### config.mk
export PLATFORM = sky130hd
export DESIGN_NAME = line_delay_mc
export DESIGN_NICKNAME = d
export VERILOG_FILES = /design/src/rtl/hevc_lb_pkg.sv /design/src/rtl/rr_arbiter.sv /design/src/rtl/line_delay_mc.sv
export SDC_FILE = /design/constraint.sdc
export NUM_CORES = 2
export LEC_CHECK = 0
export BUFFER_PORTS_ARGS = -buffer_cell sky130_fd_sc_hd__buf_2
export CAP_MARGIN = 40
export CORE_UTILIZATION = 60
export DETAILED_ROUTE_END_ITERATION = 8
export PLACE_DENSITY = 0.76
export SYNTH_ARGS = -nofsm -noshare
export SYNTH_HDL_FRONTEND = slang
export SYNTH_SLANG_ARGS = --single-unit
### constraint.sdc
create_clock -name clk -period 5.85 [get_ports clk]
set_input_delay 0.8775 -clock clk [delete_from_list [all_inputs] [get_ports clk]]
set_output_delay 0.8775 -clock clk [all_outputs]
set_load 0.03 [all_outputs]
### src/rtl/hevc_lb_pkg.sv
// Shared types and helpers for the HEVC line-buffer actors.
package hevc_lb_pkg;

  // Per-channel actor state.
  typedef enum logic [0:0] {StIdle, StWork} state_e;

  // Descriptor fields are held at a generous fixed width and zero-extended from the FIFOs.
  localparam int unsigned MaxSizeWidth = 16;

  typedef struct packed {
    logic [MaxSizeWidth-1:0] w;
    logic [MaxSizeWidth-1:0] h;
  } desc_t;

  // Index width for n items, never below one bit.
  function automatic int unsigned tag_width(input int unsigned n);
    return (n <= 1) ? 1 : $clog2(n);
  endfunction

endpackage

### src/rtl/rr_arbiter.sv
// Round-robin arbiter: searches from the last grant + 1 and owns the last-grant register.
module rr_arbiter import hevc_lb_pkg::*; #(
  parameter int unsigned N    = 2,
  parameter int unsigned IdxW = tag_width(N)
) (
  input  logic            clk,
  input  logic            rst,
  input  logic [N-1:0]    req,
  input  logic            advance,
  output logic [N-1:0]    gnt,
  output logic [IdxW-1:0] idx
);

  logic [IdxW-1:0] last_q;
  logic [IdxW-1:0] cand;
  logic            found;

  // Pick the first requester after the previous winner, wrapping around.
  always_comb begin
    gnt   = '0;
    idx   = '0;
    cand  = '0;
    found = 1'b0;
    for (int unsigned k = 1; k <= N; k++) begin
      cand = IdxW'((32'(last_q) + k) % N);
      if (!found && req[cand]) begin
        found     = 1'b1;
        idx       = cand;
        gnt[cand] = 1'b1;
      end
    end
  end

  // Reset to N-1 so channel 0 has first priority; move only when a channel is served.
  always_ff @(posedge clk) begin
    if (rst) begin
      last_q <= IdxW'(N - 1);
    end else if (advance) begin
      last_q <= idx;
    end
  end

endmodule

### src/rtl/line_delay_mc.sv
// Multi-channel row-delay actor: each output is the sample DELAY_LINES rows above in the
// same column. Zero-latency: all FIFO strobes are combinational on the served channel.
module line_delay_mc import hevc_lb_pkg::*; #(
  parameter int unsigned          FLUX        = 2,
  parameter int unsigned          DATA_WIDTH  = 18,
  parameter int unsigned          SIZE_WIDTH  = 7,
  parameter int unsigned          MAX_W       = 64,
  parameter int unsigned          DELAY_LINES = 1,
  parameter int unsigned          FILL_MODE   = 0,
  parameter logic [DATA_WIDTH-1:0] FILL_VALUE = '0,
  parameter int unsigned          TAG_WIDTH   = tag_width(FLUX)
) (
  input  logic                             clk,
  input  logic                             rst,
  input  logic [FLUX-1:0]                  a_empty,
  input  logic [DATA_WIDTH+TAG_WIDTH-1:0]  a_dout,
  output logic [FLUX-1:0]                  a_read,
  input  logic [FLUX-1:0]                  w_empty,
  input  logic [SIZE_WIDTH+TAG_WIDTH-1:0]  w_dout,
  output logic [FLUX-1:0]                  w_read,
  input  logic [FLUX-1:0]                  h_empty,
  input  logic [SIZE_WIDTH+TAG_WIDTH-1:0]  h_dout,
  output logic [FLUX-1:0]                  h_read,
  input  logic                             o_full,
  output logic [DATA_WIDTH+TAG_WIDTH-1:0]  o_din,
  output logic                             o_write,
  output logic [FLUX-1:0]                  err_size
);

  localparam int unsigned CntW  = tag_width(MAX_W);
  localparam int unsigned RpW   = tag_width(DELAY_LINES);
  localparam int unsigned Depth = DELAY_LINES * MAX_W;
  localparam int unsigned AddrW = tag_width(Depth);

  state_e                 state_q [FLUX];
  logic [SIZE_WIDTH-1:0]  w_q     [FLUX];
  logic [SIZE_WIDTH-1:0]  h_q     [FLUX];
  logic [CntW-1:0]        cnt_h_q [FLUX];
  logic [SIZE_WIDTH-1:0]  cnt_v_q [FLUX];
  logic [RpW-1:0]         rp_q    [FLUX];
  logic [FLUX-1:0]        err_q;
  logic [DATA_WIDTH-1:0]  mem_q   [FLUX][Depth];

  logic [FLUX-1:0]        req;
  logic [FLUX-1:0]        gnt;
  logic [TAG_WIDTH-1:0]   gnt_idx;
  logic                   any_gnt;

  desc_t                  desc;
  logic                   desc_ok;
  state_e                 state_d;
  logic [SIZE_WIDTH-1:0]  w_d, h_d, cnt_v_d;
  logic [CntW-1:0]        cnt_h_d;
  logic [RpW-1:0]         rp_d;
  logic                   err_set;
  logic [AddrW-1:0]       addr;
  logic [DATA_WIDTH-1:0]  out_data;

  // Tag fields on the input FIFOs carry no information for this actor.
  logic unused_tags;
  assign unused_tags = ^{a_dout[DATA_WIDTH+:TAG_WIDTH], w_dout[SIZE_WIDTH+:TAG_WIDTH],
                         h_dout[SIZE_WIDTH+:TAG_WIDTH]};

  // A channel can be served when its descriptor pair or its sample-plus-output slot is ready.
  always_comb begin
    req = '0;
    for (int i = 0; i < FLUX; i++) begin
      req[i] = (state_q[i] == StIdle && !w_empty[i] && !h_empty[i]) ||
               (state_q[i] == StWork && !a_empty[i] && !o_full);
    end
  end

  rr_arbiter #(
    .N    (FLUX),
    .IdxW (TAG_WIDTH)
  ) u_arb (
    .clk     (clk),
    .rst     (rst),
    .req     (req),
    .advance (any_gnt),
    .gnt     (gnt),
    .idx     (gnt_idx)
  );

  assign any_gnt  = |gnt;
  assign err_size = err_q;
  assign addr     = AddrW'(32'(rp_q[gnt_idx]) * MAX_W + 32'(cnt_h_q[gnt_idx]));

  // Delayed sample for the served channel; optionally masked during the first D rows.
  always_comb begin
    if (FILL_MODE == 1 && 32'(cnt_v_q[gnt_idx]) < DELAY_LINES) begin
      out_data = FILL_VALUE;
    end else begin
      out_data = mem_q[gnt_idx][addr];
    end
  end

  // Next state and counters for the served channel.
  always_comb begin
    desc.w  = MaxSizeWidth'(w_dout[SIZE_WIDTH-1:0]);
    desc.h  = MaxSizeWidth'(h_dout[SIZE_WIDTH-1:0]);
    desc_ok = (desc.w != '0) && (32'(desc.w) <= MAX_W) && (desc.h != '0);
    state_d = state_q[gnt_idx];
    w_d     = w_q[gnt_idx];
    h_d     = h_q[gnt_idx];
    cnt_h_d = cnt_h_q[gnt_idx];
    cnt_v_d = cnt_v_q[gnt_idx];
    rp_d    = rp_q[gnt_idx];
    err_set = 1'b0;
    if (any_gnt) begin
      if (state_q[gnt_idx] == StIdle) begin
        if (desc_ok) begin
          state_d = StWork;
          w_d     = SIZE_WIDTH'(desc.w);
          h_d     = SIZE_WIDTH'(desc.h);
          cnt_h_d = '0;
          cnt_v_d = '0;
          rp_d    = '0;
        end else begin
          err_set = 1'b1;
        end
      end else if (32'(cnt_h_q[gnt_idx]) + 1 < 32'(w_q[gnt_idx])) begin
        cnt_h_d = cnt_h_q[gnt_idx] + CntW'(1);
      end else if (32'(cnt_v_q[gnt_idx]) + 1 < 32'(h_q[gnt_idx])) begin
        cnt_h_d = '0;
        cnt_v_d = cnt_v_q[gnt_idx] + SIZE_WIDTH'(1);
        rp_d    = (32'(rp_q[gnt_idx]) + 1 == DELAY_LINES) ? '0 : rp_q[gnt_idx] + RpW'(1);
      end else begin
        cnt_h_d = '0;
        cnt_v_d = '0;
        rp_d    = '0;
        state_d = StIdle;
      end
    end
  end

  // FIFO strobes and output word, all zero unless a channel is served.
  always_comb begin
    a_read  = '0;
    w_read  = '0;
    h_read  = '0;
    o_write = 1'b0;
    o_din   = '0;
    if (any_gnt) begin
      if (state_q[gnt_idx] == StIdle) begin
        w_read = gnt;
        h_read = gnt;
      end else begin
        a_read  = gnt;
        o_write = 1'b1;
        o_din   = {gnt_idx, out_data};
      end
    end
  end

  // State, counters and line memory; only the served channel changes.
  always_ff @(posedge clk) begin
    if (rst) begin
      err_q <= '0;
      for (int i = 0; i < FLUX; i++) begin
        state_q[i] <= StIdle;
        w_q[i]     <= '0;
        h_q[i]     <= '0;
        cnt_h_q[i] <= '0;
        cnt_v_q[i] <= '0;
        rp_q[i]    <= '0;
        for (int j = 0; j < Depth; j++) begin
          mem_q[i][j] <= '0;
        end
      end
    end else if (any_gnt) begin
      state_q[gnt_idx] <= state_d;
      w_q[gnt_idx]     <= w_d;
      h_q[gnt_idx]     <= h_d;
      cnt_h_q[gnt_idx] <= cnt_h_d;
      cnt_v_q[gnt_idx] <= cnt_v_d;
      rp_q[gnt_idx]    <= rp_d;
      if (err_set) begin
        err_q[gnt_idx] <= 1'b1;
      end
      // Read-before-write: out_data above already sampled the old word.
      if (state_q[gnt_idx] == StWork) begin
        mem_q[gnt_idx][addr] <= a_dout[DATA_WIDTH-1:0];
      end
    end
  end

endmodule
==> key figures <==
Global route
  • Pin count of the biggest net entering global routing: 73
  • First-pass GRT wire length: 451000 µm
  • Met1 Resource Use GR: 0.538
  • Number of antenna violations at the first check in global routing: 23
  • Met2 GRT Util: 0.573
  • GRT Util Overall: 0.394
  • Most Used Layer, Global Route: met2
  • Number of global-route vias before repair: 60800
  • Overflow after GRT: 0
  • M3 GR Usage: 0.149

STA
  • RSZ-0062 raised after global routing: false
  • Worst Tran Pin Value: 1030 ps
  • Tcrit/Tclk final: 1.02
  • Final setup margin: -97.1 ps
  • Fin crit period: 5950 ps
  • Hold Vio Cnt, Final: 0
  • Final Setup Violations: 3
  • Relative max-transition margin: 0.317
  • Final slew viol count: 0
  • Achievable frequency: 168 MHz
  • Skew final: 48.0 ps

Route
  • Antenna Nets Post-Route: 0
  • Pre-Repair DR Iteration Count: 6
  • Wirelength per Cell: 35.0 µm
  • Avg Vias per Cell: 7.00
  • Final WL: 324000 µm
  • DRC Markers: 0
  • Vias: 64700
  • Iter 0 DRT Violations: 11000

Synth
  • Mapped Area: 96700 µm²
  • Syn_area_per_cell: 14.7 µm²
  • Yosys warns: 0
  • Mux contribution to synthesized area: 0.0136
  • Post-synthesis xor/xnor area fraction: 0.000543
  • Synth Instances: 6572
  • Synth Area in Compound Gates: 0.107
  • Post-synth ARST share: 0
  • Largest family of logic cells by synthesized area: simple AND/OR/NAND/NOR gates
  • Post-synth EDFFs: 2360
  • Post-Synth Adder-Cell Area: 0.00181
  • Simple-gate share of the synthesized area: 0.119
  • Sequential fraction of the synthesis area: 0.733
  • Syn nets: 6630
  • Unique masters post-synth: 90
  • Yosys reg bits: 2363
  • Ys flop type: edfxtp_1

Clock tree
  • CTS buffer count: 224
  • Clk root buf: clkbuf_16
  • Worst-Skew Late Latency: 880 ps
  • Clk sink count: 2363
  • Cts hold-fix bufs: 0
  • H-tree Lvls: 4
  • CTS Buffer Depth: 3
  • CTS tree: yes
  • CTS clk-pin slew, worst paths: 60 ps

Floorplanning
  • Die Area: 163000 µm²
  • Initial core utilization: 0.607
  • Core box area: 159000 µm²
  • Die Wd: 404 µm
  • Row cnt: 146
  • Die Height: 404 µm
  • IO Pins: 72

Worst setup path
  • Worst setup SP type: flip-flop
  • Reg2reg end: cnt_v_q[0][3]$_SDFFCE_PN0P_
  • R2R depth: 18
  • R2R Path Start: state_q[0]$_SDFFCE_PN0P_
  • Crit path from: state_q[1]$_SDFFCE_PN0P_
  • Arrival @ worst endpoint: 5070 ps
  • Crit path required time: 4970 ps
  • Crit path to: o_din[7]
  • Worst R2R Setup Slack: 480 ps
  • Critical Path End Type: output port
  • Max FO, Critical Path: 36
  • WS Path Type: flip-flop to output port

Cells and area
  • Layout Nets: 6962
  • Share of layout cells above drive strength 1: 0.173
  • Final std cells w/o fill: 9246
  • Synthesis-to-layout area growth: 14.2%
  • Final core occ: 0.693

Placement
  • IO buf count: 68
  • Dpl cells: 8784
  • Global placement routability congestion: 0.988
  • DP HPWL: 196000 µm

Power
  • PwrDens: 344 nW/µm²
  • VDD IR max: 0.393 mV
  • Leakage: 0.0400 µW

Status
  • Failing checks: setup timing
  • Status: complete, but fails checks

Hold path
  • Min-Delay Path Class: input port to flip-flop

Job
  • Max-cap violation count: 0
synth_stat cells (18+ instances only):
cell	instances	share of area
o41ai_1	106	0.0096
o21ai_0	57	0.0029
and2_1	1200	0.078
a21oi_1	95	0.0049
nor3_1	46	0.0024
nor2_1	225	0.0087
nor4_1	99	0.0064
o221ai_1	85	0.0077
nand2_1	144	0.0056
o21bai_1	64	0.0050
edfxtp_1	2360	0.73
mux2_2	39	0.0045
a211oi_1	36	0.0028
nor2b_1	21	0.0014
o22a_1	62	0.0056
nand2b_1	29	0.0019
o22ai_1	847	0.055
buf_2	118	0.0061
or4_1	34	0.0026
a32oi_1	18	0.0016
clkbuf_1	346	0.013
buf_1	82	0.0032
mux2i_1	77	0.0080
inv_1	24	0.00093
or2_2	73	0.0047
nand3_1	36	0.0019
registers in the layout, indices dropped and copies added (netlist names):
| name | cells |
|---|---|
| cnt_h_q | 12 |
| u_arb.last_q | 1 |
| state_q | 2 |
| w_q | 14 |
| mem_q | 2304 |
| h_q | 14 |
| err_size | 2 |
| cnt_v_q | 14 |
per-stage QoR:
stage	power [µW]	hold slack [ps]	setup TNS [ps]	instance area, µm²	setup slack [ps]
2_1_floorplan	21600	493	0	96700	655
3_3_place_gp	23600	431	-1030	102000	-511
3_5_place_dp	23700	437	-197	103000	-186
4_1_cts	37700	341	0	110000	6.65
5_1_grt	38700	369	0	110000	1.35
6_report	38000	373	-142	110000	-97.1
critical path, stage by stage (launching register included):
cell and delay (ps):
edfxtp_1 500, or3_1 510, a211oi_4 380, buf_12 330
buf_6 400, mux2i_1 140, buf_4 250, a222oi_1 280
a31oi_1 150, nor4bb_2 560, buf_2 290, buf_4 130
buf_2 180
layout make-up:
type                       instances  area (µm²)
antenna                            8        20.0
fill                           10400       48800
sequential                      2363       70900
inverter                          24        90.1
tap                             2146        2690
clock buffer                     285        5940
timing repair buffer             657        5490
clock inverter                   129        1240
multi-input combinational       3634       24100
layout by cell type, fill, tap and decap left out, types with 17 or more instances in the layout:
| master | instances |
|---|---|
| a211oi_1 | 36 |
| a21oi_1 | 95 |
| a32oi_1 | 18 |
| and2_1 | 1182 |
| and2_2 | 17 |
| buf_12 | 53 |
| buf_2 | 81 |
| buf_4 | 501 |
| bufinv_16 | 18 |
| clkbuf_1 | 56 |
| clkbuf_16 | 230 |
| clkinv_1 | 58 |
| clkinv_2 | 32 |
| edfxtp_1 | 2360 |
| inv_1 | 24 |
| mux2_2 | 39 |
| mux2i_1 | 73 |
| nand2_1 | 141 |
| nand2b_1 | 27 |
| nand3_1 | 34 |
| nor2_1 | 223 |
| nor2b_1 | 21 |
| nor3_1 | 45 |
| nor4_1 | 93 |
| o21ai_0 | 57 |
| o21bai_2 | 63 |
| o221ai_1 | 85 |
| o22a_1 | 62 |
| o22ai_1 | 846 |
| o41ai_1 | 91 |
| or2_2 | 72 |
| or4_1 | 34 |
power breakdown:
part	leakage [µW]	internal, µW	switching (µW)
registers	0.0244	19300	223
logic	0.0121	1200	2890
clock network	0.00348	7980	6390
worst min path at each step:
stage	start	endpoint	slack, ps	cells past startpoint
6_report	h_dout[0]	h_q[1][0]$_SDFFCE_PN0P_	370	3
2_1_floorplan	u_arb.last_q$_SDFFE_PP1N_	u_arb.last_q$_SDFFE_PP1N_	490	1
4_1_cts	h_dout[0]	h_q[1][0]$_SDFFCE_PN0P_	340	3
3_5_place_dp	err_size[0]$_SDFFE_PP0P_	err_size[0]$_SDFFE_PP0P_	440	2
5_1_grt	h_dout[0]	h_q[1][0]$_SDFFCE_PN0P_	370	3
3_3_place_gp	err_size[0]$_SDFFE_PP0P_	err_size[0]$_SDFFE_PP0P_	430	2
layer usage:
layer	share of wire	wire, µm
met3	0.17	55600
met1	0.35	112000
met2	0.44	141000
met5	0.00027	87
met4	0.046	15000
logic make-up after synthesis:
logic type / Yosys count
mux: 121
fa+ha+maj: 14
simple gates: 1981
xor+xnor: 6
flops: 2363
compound gates: 1507
buf+inv: 580
timing repair:
| item | in CTS | in global routing |
|---|---|---|
| cloned | 3 | 3 |
| resized for setup | 31 | 17 |
| setup buffers | 23 | 9 |
| setup endpoints to repair | 18 | 13 |
| pin swaps | 5 | 3 |
Note: power is estimated with default switching activity, not from simulation.
